`src/rtl/rv_isa_pkg.sv`:
```
// rtl/rv_isa_pkg.sv - RV base-ISA opcodes, immediate format codes and helpers
package rv_isa_pkg;

  localparam logic [6:0] OPC_LOAD   = 7'b0000011;
  localparam logic [6:0] OPC_OPIMM  = 7'b0010011;
  localparam logic [6:0] OPC_STORE  = 7'b0100011;
  localparam logic [6:0] OPC_BRANCH = 7'b1100011;
  localparam logic [6:0] OPC_LUI    = 7'b0110111;
  localparam logic [6:0] OPC_AUIPC  = 7'b0010111;
  localparam logic [6:0] OPC_JAL    = 7'b1101111;
  localparam logic [6:0] OPC_JALR   = 7'b1100111;

  typedef enum logic [2:0] {
    FMT_NONE  = 3'd0,
    FMT_I     = 3'd1,
    FMT_S     = 3'd2,
    FMT_B     = 3'd3,
    FMT_U     = 3'd4,
    FMT_J     = 3'd5,
    FMT_SHAMT = 3'd6
  } imm_fmt_t;

  function automatic logic xlen_ok(input int xlen);
    return (xlen == 32) || (xlen == 64);
  endfunction

  function automatic logic opc_supported(input logic [6:0] opc);
    return (opc == OPC_LOAD)  || (opc == OPC_OPIMM) || (opc == OPC_STORE) ||
           (opc == OPC_BRANCH) || (opc == OPC_LUI)  || (opc == OPC_AUIPC) ||
           (opc == OPC_JAL)   || (opc == OPC_JALR);
  endfunction

endpackage

```
`src/rtl/imm_gen_comb.sv`:
```
// rtl/imm_gen_comb.sv - combinational instruction word to immediate/format decoder
module imm_gen_comb
  import rv_isa_pkg::*;
#(
  parameter int XLEN = 32
) (
  input  logic [31:0]     instr,
  output logic [XLEN-1:0] imm,
  output imm_fmt_t        fmt,
  output logic            illegal
);

  logic [6:0]  opc;
  logic [2:0]  f3;
  logic [31:0] imm32;

  assign opc = instr[6:0];
  assign f3  = instr[14:12];

  always_comb begin
    imm32   = '0;
    fmt     = FMT_NONE;
    illegal = 1'b0;
    case (opc)
      OPC_LOAD, OPC_JALR: begin
        imm32 = {{20{instr[31]}}, instr[31:20]};
        fmt   = FMT_I;
      end
      OPC_OPIMM: begin
        // shift-immediates carry an unsigned shamt; funct7 is not part of it
        if (f3 == 3'b001 || f3 == 3'b101) begin
          imm32 = (XLEN == 64) ? {26'b0, instr[25:20]} : {27'b0, instr[24:20]};
          fmt   = FMT_SHAMT;
        end else begin
          imm32 = {{20{instr[31]}}, instr[31:20]};
          fmt   = FMT_I;
        end
      end
      OPC_STORE: begin
        imm32 = {{20{instr[31]}}, instr[31:25], instr[11:7]};
        fmt   = FMT_S;
      end
      OPC_BRANCH: begin
        imm32 = {{19{instr[31]}}, instr[31], instr[7], instr[30:25], instr[11:8], 1'b0};
        fmt   = FMT_B;
      end
      OPC_LUI, OPC_AUIPC: begin
        imm32 = {instr[31:12], 12'b0};
        fmt   = FMT_U;
      end
      OPC_JAL: begin
        imm32 = {{11{instr[31]}}, instr[31], instr[19:12], instr[20], instr[30:21], 1'b0};
        fmt   = FMT_J;
      end
      default: illegal = 1'b1;
    endcase
  end

  // bit 31 of imm32 is already the correct extension bit for every format
  generate
    if (XLEN > 32) begin : g_wide
      assign imm = {{(XLEN-32){imm32[31]}}, imm32};
    end else begin : g_narrow
      assign imm = imm32[XLEN-1:0];
    end
  endgenerate

endmodule

```
`src/rtl/imm_gen_pipe.sv`:
```
// rtl/imm_gen_pipe.sv - pipelined RV immediate generator with valid/ready and illegal counter
module imm_gen_pipe
  import rv_isa_pkg::*;
#(
  parameter int XLEN   = 32,
  parameter int STAGES = 2,
  parameter int CNT_W  = 8
) (
  input  logic             clk,
  input  logic             rst_n,
  input  logic             flush,
  input  logic             in_valid,
  output logic             in_ready,
  input  logic [31:0]      in_instr,
  output logic             out_valid,
  input  logic             out_ready,
  output logic [XLEN-1:0]  out_imm,
  output logic [2:0]       out_fmt,
  output logic             out_illegal,
  output logic [CNT_W-1:0] illegal_cnt
);

  logic            src_valid;
  logic [31:0]     src_instr;
  logic [XLEN-1:0] dec_imm;
  imm_fmt_t        dec_fmt;
  logic            dec_illegal;
  imm_fmt_t        fmt_q;
  logic            out_load;
  logic            in_fire;

  assign out_load = !out_valid || out_ready;
  assign in_fire  = in_valid && in_ready;
  assign out_fmt  = fmt_q;

  generate
    if (!xlen_ok(XLEN)) begin : g_xlen_check
      $error("imm_gen_pipe: XLEN must be 32 or 64");
    end

    if (STAGES >= 2) begin : g_in_stage
      logic        s1_valid;
      logic [31:0] s1_instr;

      always_ff @(posedge clk or negedge rst_n) begin
        if (!rst_n) begin
          s1_valid <= 1'b0;
          s1_instr <= '0;
        end else if (flush) begin
          s1_valid <= 1'b0;
        end else if (in_ready) begin
          s1_valid <= in_valid;
          if (in_valid) s1_instr <= in_instr;
        end
      end

      // stage 1 frees up whenever the output register can take its word
      assign in_ready  = !s1_valid || out_load;
      assign src_valid = s1_valid;
      assign src_instr = s1_instr;
    end else begin : g_no_in_stage
      assign in_ready  = out_load;
      assign src_valid = in_valid;
      assign src_instr = in_instr;
    end
  endgenerate

  imm_gen_comb #(
    .XLEN (XLEN)
  ) u_dec (
    .instr   (src_instr),
    .imm     (dec_imm),
    .fmt     (dec_fmt),
    .illegal (dec_illegal)
  );

  always_ff @(posedge clk or negedge rst_n) begin
    if (!rst_n) begin
      out_valid   <= 1'b0;
      out_imm     <= '0;
      fmt_q       <= FMT_NONE;
      out_illegal <= 1'b0;
    end else if (flush) begin
      out_valid <= 1'b0;
    end else if (out_load) begin
      out_valid <= src_valid;
      if (src_valid) begin
        out_imm     <= dec_imm;
        fmt_q       <= dec_fmt;
        out_illegal <= dec_illegal;
      end
    end
  end

  // counts at the input handshake, so words dropped by flush are still counted
  always_ff @(posedge clk or negedge rst_n) begin
    if (!rst_n) begin
      illegal_cnt <= '0;
    end else if (in_fire && !opc_supported(in_instr[6:0]) &&
                 illegal_cnt != {CNT_W{1'b1}}) begin
      illegal_cnt <= illegal_cnt + CNT_W'(1);
    end
  end

endmodule

```
`config.mk`:
```
export PLATFORM = sky130hd
export DESIGN_NAME = imm_gen_pipe
export DESIGN_NICKNAME = d
export VERILOG_FILES = /design/src/rtl/rv_isa_pkg.sv /design/src/rtl/imm_gen_comb.sv /design/src/rtl/imm_gen_pipe.sv
export SDC_FILE = /design/constraint.sdc
export NUM_CORES = 1
export LEC_CHECK = 0
export ABC_AREA = 1
export BUFFER_PORTS_ARGS = -buffer_cell sky130_fd_sc_hd__buf_4
export CAP_MARGIN = 0
export CORE_AREA = 2 2 80 139
export DETAILED_ROUTE_END_ITERATION = 16
export DIE_AREA = 0 0 82 141
export PLACE_DENSITY_LB_ADDON = 0.2
export SLEW_MARGIN = 20
export SYNTH_ARGS = -nofsm -noshare
export SYNTH_HDL_FRONTEND = slang
export SYNTH_SLANG_ARGS = --single-unit
```
`constraint.sdc`:
```
create_clock -name clk -period 1.8 [get_ports clk]
set_input_delay 0 -clock clk [delete_from_list [all_inputs] [get_ports clk]]
set_output_delay 0 -clock clk [all_outputs]
set_load 0.005 [all_outputs]
```
# Yosys cells after proc, flatten, opt, wreduce, memory -nomap -nowiden
# Cells that the tools add are included.
# W data, S select, Z words.
# op_classes
addsub,1
n_eq_ne,19
n_mux,9
n_bitwise,1
reduce_logical,23
# op_table
op,n
$pmux W32 S6,1
$eq A7 B7 Y1 const B,6
$mux W32,1
$eq A7 B5 Y1 const B,4
$eq A7 B6 Y1 const B,4
$pmux W3 S6,1
$eq A7 B2 Y1 const B,2
$logic_or A1 B1 Y1,10
$add A8 B1 Y8 const B,1
$ne A8 B8 Y1 const B,1
$reduce_or A8 Y1,1
$reduce_and A3 Y1,2
$mux W1,5
$reduce_bool A2 Y1,2
$reduce_or A2 Y1,2
$eq A3 B1 Y1 const B,1
$eq A3 B3 Y1 const B,1
$logic_and A1 B1 Y1,3
$logic_not A1 Y1,3
$mux W3,1
$not A1 Y1,1
# word_totals
register_bits,78
input_bits,37
wordCells,60

# Longest topological paths before layout
# depth
word_depth,11
ltp_mapped,11
ltp_nobuf,9

# Hierarchy
# A second synthesis with hierarchy kept.
# unflattened
cells_unflattened,484
hier_area_um2,4513.1
# by_module_without_submodules
module,n_inst,cells_per_inst,area_each_um2,seq_area_each_um2
imm_gen_pipe,1,242,3410.8,1951.9
imm_gen_comb,1,242,1102.3,0.0

# Worst setup path before layout
# OpenSTA, ideal clock, no wires.
# synth_timing
kind,reg2reg
start,register illegal_cnt[0]
end,register illegal_cnt[4]
setup_time_ns,0.123
t_arrival_ns,1.457
required_time_ns,1.677
slack_ns,0.220
path_stages_with_launch,9
path_buffers,1
period_less_slack_ns,1.580
cell_sequence,dfrtp_1 > ha_1 > nand3_1 > nor3_1 > nor2_1 > nand2_1 > buf_2 > o21ai_0 > nand2_1
# synth_via
elab_chain_len,2
elab_cells_between_ends,3
classes_between,add/sub (1); eq/ne (1); reduce/logical (1)
# synth_lines
item,line_no,rtl
"start, declared",imm_gen_pipe.sv:20,output logic [CNT_W-1:0] illegal_cnt
"start signal, assigned",imm_gen_pipe.sv:101,illegal_cnt <= illegal_cnt + CNT_W'(1);
"parallel branches: the longest is 2 deep, another holds $add A8 B1 Y8",--,
# Several ways; the timed one is not identified.
# A chain may end at the register's enable or synchronous reset.

# Worst setup path in the final report
# Ends and elaborated chain as after synthesis.

==> results by stage <==
Timing:
- The total negative slack for setup checks is 0 ns.
- Headroom to the max-slew limit came out at 0.628.
- The total count of max-transition violations in the final report is 0.
- Derived from the worst setup path, the maximum achievable clock frequency is 632 MHz.
- The routed design could run at a clock period as short as 1.58 ns.
- The count of endpoints failing hold in the final timing report was 0.
- The count of final setup violators is 0.
- The clock skew is 0.00549 ns.
- In the finished design, the share of the clock period the worst path needs comes to 0.880.
- Setup repair after global routing left no endpoint under its margin.
- The actual transition at the worst max-transition pin is 0.558 ns.

Run status:
- The flow ran to the end, and the final reports show no timing, DRC or antenna violations.

Placement:
- Buffers placed on the I/O ports in this run total 82.
- The final weighted congestion in routability-driven placement is 0.875.
- The placed cell area is 4900 µm².
- After legalization and detailed placement, the total HPWL measured 7.83 mm.

Critical path:
- The endpoint of the worst setup timing path is illegal_cnt[4]$_DFFE_PN0P_.
- The critical register-to-register path startpoint is illegal_cnt[0]$_DFFE_PN0P_.
- The number of buffers and inverters on the critical path is 0.
- Traced cell by cell, the critical path runs through ha_1, nand3_1, nor3_1, nor2_1, nand2_2, o21ai_0, nand2_1.
- The maximum net fanout on the critical path is 11.
- On the critical path, the stage with the largest delay is an instance of sky130_fd_sc_hd__dfrtp_1.
- The critical path depth is 7.
- The worst setup path category is reg -> reg.
- The required time of the critical path is 2.01 ns.
- In this run the worst setup path begins at illegal_cnt[0]$_DFFE_PN0P_.
- The arrival time reported for the critical path endpoint is 1.80 ns.
- The depth of the worst register-to-register path is 7.
- The critical path launch point type is a flop.
- STA classifies the critical path endpoint as a flop.
- Grouping stages by cell kind, the critical path spends the most delay in simple AND/OR/NAND/NOR gates.
- In this design, the stage delay of the slowest critical-path cell is 0.42 ns.
- The capture instance of the worst register-to-register path is illegal_cnt[4]$_DFFE_PN0P_.
- The setup check on the worst reg-to-reg path leaves a slack of 0.22 ns.

Pwr:
- Dividing total power by cell area gives a power density of 936 nW/µm².
- In this run the static leakage power is 3.12 nW.
- The peak ir drop on the vdd network is 660 µV.

Routing:
- Before antenna repair, the detailed router went through 5 iterations.
- The total vias in the final route is 3866.
- After detailed routing, the number of remaining DRC violations is 0.
- The detailed-route vias per instance is 4.96.
- The detailed router finished its first iteration with 202 violations.
- Wires add up to 10.6 mm.
- The count of nets left with antenna violations once routing finished came out at 0.
- The post-detailed-route wirelength per cell is 13.5 µm.

Clock tree:
- The TritonCTS buffer count is 9.
- The clock tree from TritonCTS is yes.
- The buffer depth of the longest clock path is 2.
- CTS placed an instance of sky130_fd_sc_hd__clkbuf_16 at the clock tree root.
- The number of clock sinks seen by CTS is 78.
- The clock latency on the worst-skew pair is 0.33 ns.
- The CTS clock-pin slew for the worst setup and hold paths is 0.06 ns.
- CTS built an H-tree with a depth of 3.

Global routing:
- The via count of the first global-routing pass is 3718.
- The number of antenna violations at the first check in global routing is 0.
- In the global route stage, overall resource usage came out at 0.197.
- The leftover overflow at the end of global routing is 0.
- The largest net degree at the start of global routing is 43.
- The first global-routing pass estimated 17.6 mm of wire.

Cells and area:
- 0 antenna diodes ended up in the layout.
- In the layout the commonest cells are sky130_fd_sc_hd__nand2_1, sky130_fd_sc_hd__buf_4, sky130_fd_sc_hd__dfrtp_1, sky130_fd_sc_hd__nand3_1, sky130_fd_sc_hd__nor2_1.
- The layout overhead on the synthesized area is 36.1%.
- Leaving out fill and tap cells, the most frequent cell in the layout is sky130_fd_sc_hd__nand2_1.
- Once layout is complete, the utilization of the core stands at 0.530.
- The fraction of final layout cells with drive strength greater than 1 is 0.225.
- The post-route cell area is 5570 µm².
- For this run, the post-layout net count is 683.

Run:
- Across the run, the number of max-cap violations was 0.

Synth:
- The sequential area share after synthesis is 0.477.
- The average instance in the mapped netlist occupies 7.74 µm².
- Yosys printed 0 warnings.
- The number of nets in the synthesized netlist is 567.
- The synthesized area is 4090 µm².
- Synthesis produced a netlist whose cell count is 529.
- The number of flip-flops and latches in the synthesized netlist is 78.
- The number of distinct library cell variants in the gate-level netlist after synthesis is 21.

Floorplanning:
- The width of the die is 82 µm.
- The floorplan die area is 11600 µm².
- After floorplanning, the core was divided into 50 placement rows.
- The placeable core area is 10500 µm².
- The number of top-level design ports is 83.
- The die is 141 µm tall.
- The starting density of the core is 0.389.

Hold path:
- The worst hold path belongs to the class in -> reg.
routing by layer:
metal  GRT usage  vias up  part of all wire
met5           0        -                 0
met4      0.0965        0             0.044
met3      0.0301       33             0.040
met2       0.351      110              0.54
met1       0.221     1792              0.38
li1            -     1931                 -
logic make-up after synthesis:
| logic type | Yosys count | share of synthesized area |
|---|---|---|
| muxes | 25 | 0.0688 |
| and+or+nand+nor | 344 | 0.350 |
| xor gates and xnor gates | 6 | 0.0128 |
| DFF | 78 | 0.477 |
| buffers and inverters | 52 | 0.0569 |
| adders and majority gates | 1 | 0.00306 |
| AOI/OAI and AO/OA | 23 | 0.0318 |
flip-flops by register name (all words and copies together), names as in the netlist:
register and count:
out_valid 1, out_fmt 3, g_in_stage.s1_instr 32, out_imm 32
g_in_stage.s1_valid 1, illegal_cnt 8, out_illegal 1
report_power, final:
| group | internal [mW] | total, mW | switching [mW] |
|---|---|---|---|
| Sequential | 2.01 | 2.28 | 0.269 |
| Clock | 1.23 | 1.90 | 0.674 |
| Combinational | 0.552 | 1.04 | 0.491 |
| Total | 3.78 | 5.22 | 1.43 |
worst min path at each step:
| stage | from | to | slack (ns) | depth (start not counted) |
|---|---|---|---|---|
| 2_1_floorplan | rst_n | g_in_stage.s1_instr[0]$_DFFE_PN0P_ | -0.30 | 0 |
| 3_3_place_gp | rst_n | g_in_stage.s1_instr[13]$_DFFE_PN0P_ | 0.02 | 1 |
| 3_5_place_dp | rst_n | g_in_stage.s1_instr[11]$_DFFE_PN0P_ | 0.03 | 1 |
| 4_1_cts | in_valid | g_in_stage.s1_valid$_DFFE_PN0P_ | 0.19 | 4 |
| 5_1_grt | in_valid | illegal_cnt[7]$_DFFE_PN0P_ | 0.25 | 6 |
| 6_report | in_valid | g_in_stage.s1_valid$_DFFE_PN0P_ | 0.19 | 4 |
cell type report:
class                           count  area [µm²]
Tap cell                          130         163
Clock buffer                       14         284
Fill cell                        1037        4940
Timing Repair Buffer              136        1150
Clock inverter                      2        37.5
Sequential cell                    78        1950
Inverter                           21        78.8
Multi-Input combinational cell    399        1910
synthesized netlist by cell type:
cell / number / area share
sky130_fd_sc_hd__a21oi_1: 3 / 0.0037
sky130_fd_sc_hd__buf_2: 15 / 0.018
sky130_fd_sc_hd__buf_4: 5 / 0.0092
sky130_fd_sc_hd__clkbuf_1: 11 / 0.010
sky130_fd_sc_hd__dfrtp_1: 78 / 0.48
sky130_fd_sc_hd__ha_1: 1 / 0.0031
sky130_fd_sc_hd__inv_1: 19 / 0.017
sky130_fd_sc_hd__inv_2: 2 / 0.0018
sky130_fd_sc_hd__mux2_2: 25 / 0.069
sky130_fd_sc_hd__nand2_1: 214 / 0.20
sky130_fd_sc_hd__nand3_1: 77 / 0.094
sky130_fd_sc_hd__nand3b_1: 4 / 0.0073
sky130_fd_sc_hd__nand4_1: 7 / 0.011
sky130_fd_sc_hd__nor2_1: 36 / 0.033
sky130_fd_sc_hd__nor2_2: 2 / 0.0031
sky130_fd_sc_hd__nor3_1: 3 / 0.0037
sky130_fd_sc_hd__o21ai_0: 14 / 0.017
sky130_fd_sc_hd__o21bai_1: 6 / 0.011
sky130_fd_sc_hd__or2_0: 1 / 0.0015
sky130_fd_sc_hd__xnor2_1: 3 / 0.0064
sky130_fd_sc_hd__xor2_1: 3 / 0.0064
through the flow:
stage,hold WS (ns),power (mW),setup WS (ns),instances
global route,0.248,5.50,0.0165,780
floorplan,-0.296,2.76,0.220,529
finish,0.192,5.22,0.217,780
CTS,0.194,5.28,0.111,780
detailed placement,0.0346,3.29,0.124,729
global placement,0.0232,3.27,0.189,729
what timing repair did:
action / CTS / global route
hold buffers: 35 / 0
setup endpoints to repair: 0 / 1
hold endpoints to repair: 75 / 0
setup buffers: 0 / 0
resized for setup: 0 / 1
tightest hold or removal path: cells and delay by family:
kind                   cells  cell delay, ns
and+or+nand+nor            1            0.11
AOI/OAI and AO/OA          1            0.09
buffers and inverters      2            0.29
Note: power is estimated with default switching activity, not from simulation.
